==> config.mk <==
export PLATFORM = sky130hd
export DESIGN_NAME = ram_copy_engine
export DESIGN_NICKNAME = d
export VERILOG_FILES = /design/src/rtl/ram_copy_engine.sv
export SDC_FILE = /design/constraint.sdc
export NUM_CORES = 1
export LEC_CHECK = 0
export BUFFER_PORTS_ARGS = -buffer_cell sky130_fd_sc_hd__buf_2
export CAP_MARGIN = 15
export CELL_PAD_IN_SITES_DETAIL_PLACEMENT = 2
export CELL_PAD_IN_SITES_GLOBAL_PLACEMENT = 2
export CORE_AREA = 2 2 99 124
export DETAILED_ROUTE_END_ITERATION = 8
export DIE_AREA = 0 0 101 126
export PLACE_DENSITY_LB_ADDON = 0.25
export RECOVER_POWER = 25
export SYNTH_ARGS = -nofsm -noshare
export SYNTH_HDL_FRONTEND = slang
export SYNTH_SLANG_ARGS = --single-unit
==> constraint.sdc <==
create_clock -name clk -period 1.9 [get_ports clk]
set_input_delay 0.19 -clock clk [delete_from_list [all_inputs] [get_ports clk]]
set_output_delay 0.19 -clock clk [all_outputs]
set_load 0.05 [all_outputs]
==> src/rtl/ram_copy_engine.sv <==
// Block copy engine: moves len words from src to dst in a single-port RAM,
// spending one READ cycle and one WRITE cycle per word, forward order only.
module ram_copy_engine #(
  parameter int ADDR_W = 10,
  parameter int DATA_W = 20
) (
  input  logic              clk,
  input  logic              rst_n,
  input  logic              start,
  input  logic [ADDR_W-1:0] src,
  input  logic [ADDR_W-1:0] dst,
  input  logic [ADDR_W:0]   len,
  output logic              busy,
  output logic              done,
  output logic [ADDR_W:0]   count,
  output logic [ADDR_W-1:0] ram_addr,
  output logic [DATA_W-1:0] ram_write,
  output logic              ram_str,
  output logic              ram_ld,
  input  logic [DATA_W-1:0] ram_read
);

  typedef enum logic [1:0] {
    S_IDLE  = 2'd0,
    S_READ  = 2'd1,
    S_WRITE = 2'd2,
    S_DONE  = 2'd3
  } state_t;

  state_t              state_q, state_d;
  logic [ADDR_W-1:0]   src_q, src_d;
  logic [ADDR_W-1:0]   dst_q, dst_d;
  logic [ADDR_W:0]     len_q, len_d;
  logic [ADDR_W:0]     count_q, count_d;
  logic [DATA_W-1:0]   buf_q, buf_d;

  // State, pointers, word counter and data buffer.
  always_ff @(posedge clk or negedge rst_n) begin
    if (!rst_n) begin
      state_q <= S_IDLE;
      src_q   <= '0;
      dst_q   <= '0;
      len_q   <= '0;
      count_q <= '0;
      buf_q   <= '0;
    end else begin
      state_q <= state_d;
      src_q   <= src_d;
      dst_q   <= dst_d;
      len_q   <= len_d;
      count_q <= count_d;
      buf_q   <= buf_d;
    end
  end

  // Next-state logic with Moore outputs decoded from the current state.
  always_comb begin
    state_d   = state_q;
    src_d     = src_q;
    dst_d     = dst_q;
    len_d     = len_q;
    count_d   = count_q;
    buf_d     = buf_q;
    busy      = (state_q != S_IDLE);
    done      = 1'b0;
    ram_ld    = 1'b0;
    ram_str   = 1'b0;
    ram_addr  = '0;
    ram_write = buf_q;
    case (state_q)
      S_IDLE: begin
        if (start) begin
          count_d = '0;
          if (len != '0) begin
            src_d   = src;
            dst_d   = dst;
            len_d   = len;
            state_d = S_READ;
          end else begin
            state_d = S_DONE;
          end
        end else begin
          state_d = S_IDLE;
        end
      end
      S_READ: begin
        ram_ld   = 1'b1;
        ram_addr = src_q;
        buf_d    = ram_read;
        state_d  = S_WRITE;
      end
      S_WRITE: begin
        ram_str  = 1'b1;
        ram_addr = dst_q;
        // Pointers wrap naturally at 2^ADDR_W.
        src_d    = src_q + ADDR_W'(1);
        dst_d    = dst_q + ADDR_W'(1);
        count_d  = count_q + (ADDR_W+1)'(1);
        if (count_d == len_q) begin
          state_d = S_DONE;
        end else begin
          state_d = S_READ;
        end
      end
      S_DONE: begin
        done    = 1'b1;
        state_d = S_IDLE;
      end
      default: begin
        state_d = S_IDLE;
      end
    endcase
  end

  assign count = count_q;

endmodule
==> results.txt <==
----------------------------------------------------
[Critical path]
  Required time worst endpoint ... 1.71 ns
  Top delay family on crit path ... flip-flops
  Crit-path slowest cell ... sky130_fd_sc_hd__dfrtp_1
  CP Cell Sequence ... buf_4 > ha_4 > a22oi_1 > nor2b_4 > buf_6
  Type of element capturing the critical path ... output pin
  Capture instance of the worst register-to-register path ... dst_q[8]
  RR Startpoint ... state_q[0]
  Data arrival time at the worst-slack endpoint ... 1.63 ns
  R2R Setup Slk ... approximately 0.090 ns
  Buffering stage count on the worst path with inverters included ... 2
  Crit. path cell count ... 5
  Max stage delay on crit path ... about 0.4 ns
  R2r worst-path depth ... 8
  Worst setup path category ... reg -> out
  Crit start category ... flip-flop
  Critical Path Fanout Max ... 12

[Clock network]
  Clock network latency to the later pin of the worst-skew pair ... 0.34 ns
  TritonCTS clock tree ... built
  Maximum root-to-sink buffer count ... 2
  Clock transition time at the flip-flop clock pins of the worst setup and hold paths ... 0.06 ns
  Number of buffers inserted during clock tree synthesis ... 9
  H-tree levels ... 3
  CTS root buffer ... sky130_fd_sc_hd__clkbuf_16
  Clock sinks ... 64

[Placement]
  Detailed placement HPWL ... around 9000 um
  Routability congestion estimate ... just under 0.8
  Port bufs ... between 90 and 100
  Number of placed instances, taps included ... 619

[Synthesis]
  Post-synth top area cell ... sky130_fd_sc_hd__dfrtp_1
  Number of distinct standard cells referenced by the synthesized netlist ... 50
  Proportion of register bits with asynchronous set or reset after synthesis ... 1.00
  Post-synthesis register bit count ... 64
  Area share of the leading cell type in the synthesized netlist ... 0.444
  Leading register cell type out of synthesis ... sky130_fd_sc_hd__dfrtp_1
  Leading post-synthesis cells by cell area ... sky130_fd_sc_hd__dfrtp_1 44%, sky130_fd_sc_hd__mux2_2 6.9%, sky130_fd_sc_hd__nand2_1 4.6%
  Mapped cell area ... 0.00361 mm^2
  Warnings, synthesis ... 0
  Cell with the most instances after synthesis ... sky130_fd_sc_hd__dfrtp_1
  Number of flops mapped to enable cells by yosys ... 0
  Proportion of synthesized chip area in sequential cells ... 0.444
  Synthesized area per cell ... 9.58 um^2
  Post-synthesis instance total ... 377
  Top cell types by occurrence after synthesis ... 64 x sky130_fd_sc_hd__dfrtp_1, 44 x sky130_fd_sc_hd__nand2_1, 24 x sky130_fd_sc_hd__o21ai_0
  Synthesized netlist net count ... between 400 and 500

[STA]
  Final critical delay including setup and external delays ... 1.82 ns
  Slew at the pin closest to its max-slew limit ... 0.951 ns
  Post-route clock skew ... 0.00277 ns
  Setup Viol. Count Final ... 0
  Hold Vio Cnt, Final ... 0
  Max Transition Viols Final ... 0
  Worst slew slack as a fraction of its limit ... 0.366
  Hold_ws ... 0.0671 ns
  Highest Clock Rate ... 549 MHz
  Post-route clock period utilization ... 0.959

[Cells and area]
  Filler cells ... about 1300
  Layout Area Growth over Synthesis ... 41.0%
  Number of standard cells in the final layout excluding fillers ... 645
  Ratio of cells with drive above 1 in the final layout ... 0.426
  Ant. Diodes ... 0
  Area occupied by multi-input gates ... 0.00204 mm^2
  Sequential cell area ... between 0.0015 and 0.002 mm^2
  Post-layout net count ... 563

[Die]
  Core ar. ... 0.0116 mm^2
  I/O pin total ... between 90 and 100
  Die Wd ... about 100 um
  Die H ... 126 um
  Floorplan row count ... 44
  Die Footprint ... 0.0127 mm^2
  Initial core utilization ... 0.312

[Worst hold path]
  Worst Hold Path Cells ... 3
  Hold path start ... len[5]
  Worst Hold Endpoint ... len_q[5]
  Path type of the worst min-delay path ... in -> reg

[Global routing]
  Number of global-route vias before repair ... 3818
  Antenna violations before repair ... 0
  Wire length of the first global-routing pass ... approximately 21000 um
  Maximum number of pins on one net before global-route repair ... 65
  Total GRT Usage ... 0.210
  Remaining Overflow, GRT ... 0

[Pwr]
  Reported leakage power ... 2.32 nW
  Maximum resistive drop on vdd ... 0.000809 V
  Power density over cell area ... roughly 1900 mW/mm^2

[Drt]
  DR iter-0 viols ... 85
  Number of antenna-violating nets in the routed design ... 0
  Initial DRT Pass Iterations ... 4
  Routed via count ... approximately 3400
  Wire length per cell after detailed routing ... 19.9 um
  Detailed-route wire length ... 12800 um
  Vias per inst ... 5.31
  Number of design rule violations left after detail routing ... 0

[Flow run]
  Max-Cap Viols ... 0

[Status]
  Outcome ... finished clean

----------------------------------------------------
-- layout make-up --
type / instances / area share
clock buffers: 12 / 0.0524
flip-flops and latches: 64 / 0.316
multi-input cells: 282 / 0.401
clock inverters: 4 / 0.0147
repair buffers: 137 / 0.176
inverters: 8 / 0.00590
well taps: 138 / 0.0339
-- placed cells by master (no fill, tap or decap), types with 4 or more instances in the layout --
cell type / synthesis / layout
sky130_fd_sc_hd__nand4_1: 8 / 8
sky130_fd_sc_hd__clkbuf_16: 0 / 9
sky130_fd_sc_hd__dfrtp_1: 64 / 57
sky130_fd_sc_hd__nand2_1: 44 / 44
sky130_fd_sc_hd__and3_1: 6 / 6
sky130_fd_sc_hd__nand3_1: 14 / 14
sky130_fd_sc_hd__o22ai_1: 15 / 15
sky130_fd_sc_hd__a21oi_1: 21 / 21
sky130_fd_sc_hd__mux2_2: 22 / 22
sky130_fd_sc_hd__o21ai_0: 24 / 24
sky130_fd_sc_hd__nor2_1: 9 / 9
sky130_fd_sc_hd__dfrtp_2: 0 / 7
sky130_fd_sc_hd__and4_1: 4 / 4
sky130_fd_sc_hd__a21o_1: 6 / 6
sky130_fd_sc_hd__buf_6: 1 / 8
sky130_fd_sc_hd__xnor2_1: 9 / 9
sky130_fd_sc_hd__buf_4: 0 / 36
sky130_fd_sc_hd__buf_2: 7 / 87
sky130_fd_sc_hd__buf_12: 0 / 4
sky130_fd_sc_hd__nor2b_4: 0 / 9
sky130_fd_sc_hd__xor2_1: 6 / 6
sky130_fd_sc_hd__inv_1: 7 / 5
sky130_fd_sc_hd__mux2i_1: 8 / 8
sky130_fd_sc_hd__o211ai_1: 8 / 8
sky130_fd_sc_hd__a22o_1: 6 / 6
sky130_fd_sc_hd__a22oi_2: 0 / 8
sky130_fd_sc_hd__nor3_1: 9 / 9
-- how the worst max path moves through the flow --
stage | slack, ns | endpoint | from
2_1_floorplan | 0.0005 | state_q[1] | count[7]
3_3_place_gp | 0.07 | dst_q[6] | len[2]
3_5_place_dp | -0.05 | dst_q[3] | state_q[0]
4_1_cts | 0.01 | ram_addr[3] | state_q[1]
5_1_grt | -0.02 | dst_q[8] | state_q[0]
6_report | 0.08 | ram_addr[8] | state_q[0]
-- cells by family (layout without fill, tap and decap cells) --
family                   after synthesis  after routing  synth area share
buffers and inverters                 31            161            0.0367
XOR/XNOR                              15             15            0.0364
AND/OR/NAND/NOR                      120            120             0.172
flip-flops                            64             64             0.444
multiplexers                          30             30            0.0908
AO/OA/AOI/OAI                        110            110             0.196
adder cells (fa/ha/maj)                7              7            0.0243
-- power by group --
part           switching, mW  internal [mW]  total, mW
Clock                  0.648           1.26       1.90
Combinational           3.14           2.05       5.19
Sequential             0.675           1.94       2.62
Total                   4.46           5.25       9.71
-- state kept, by name, summed over array words and instances, names as in the netlist --
name       cells
dst_q         10
ram_write     20
len_q         11
src_q         10
count         11
state_q        2
-- timing repair --
item	in CTS	in global routing
hold endpoints to repair	64	0
cloned	0	0
hold buffers	1	0
setup buffers	1	8
resized for setup	26	16
endpoints found under the setup margin	19	16
-- worst reg2reg max path: stages (launching register included) --
cell	delay [ns]
sky130_fd_sc_hd__dfrtp_1	0.40
sky130_fd_sc_hd__inv_2	0.11
sky130_fd_sc_hd__ha_4	0.20
sky130_fd_sc_hd__and3_1	0.21
sky130_fd_sc_hd__nand4_1	0.16
sky130_fd_sc_hd__buf_4	0.19
sky130_fd_sc_hd__mux2i_1	0.22
sky130_fd_sc_hd__a22o_1	0.17
sky130_fd_sc_hd__nor2_1	0.04
-- stage by stage --
| step | setup TNS (ns) | utilization | power [mW] | area (um^2) | setup slack [ns] |
|---|---|---|---|---|---|
| floorplan | 0 | - | 5.91 | 3700 | 0.000489 |
| global placement | 0 | 0.390 | 7.18 | 4510 | 0.0749 |
| detailed placement | -0.138 | 0.390 | 7.36 | 4510 | -0.0507 |
| CTS | 0 | 0.430 | 9.57 | 4970 | 0.0108 |
| global route | -0.0176 | 0.440 | 10.3 | 5090 | -0.0176 |
| finish | 0 | 0.440 | 9.71 | 5090 | 0.0788 |
-- per-layer routing --
metal | part of all wire | GRT usage | wire length, um | vias to the layer above
li1 | - | - | - | 1624
met1 | 0.39 | 0.238 | 4970 | 1734
met2 | 0.57 | 0.392 | 7330 | 55
met3 | 0.027 | 0.0405 | 353 | 12
met4 | 0.014 | 0.0588 | 176 | 0
met5 | 0 | 0 | 0 | -
No activity file was read; power rests on OpenSTA's default activity.
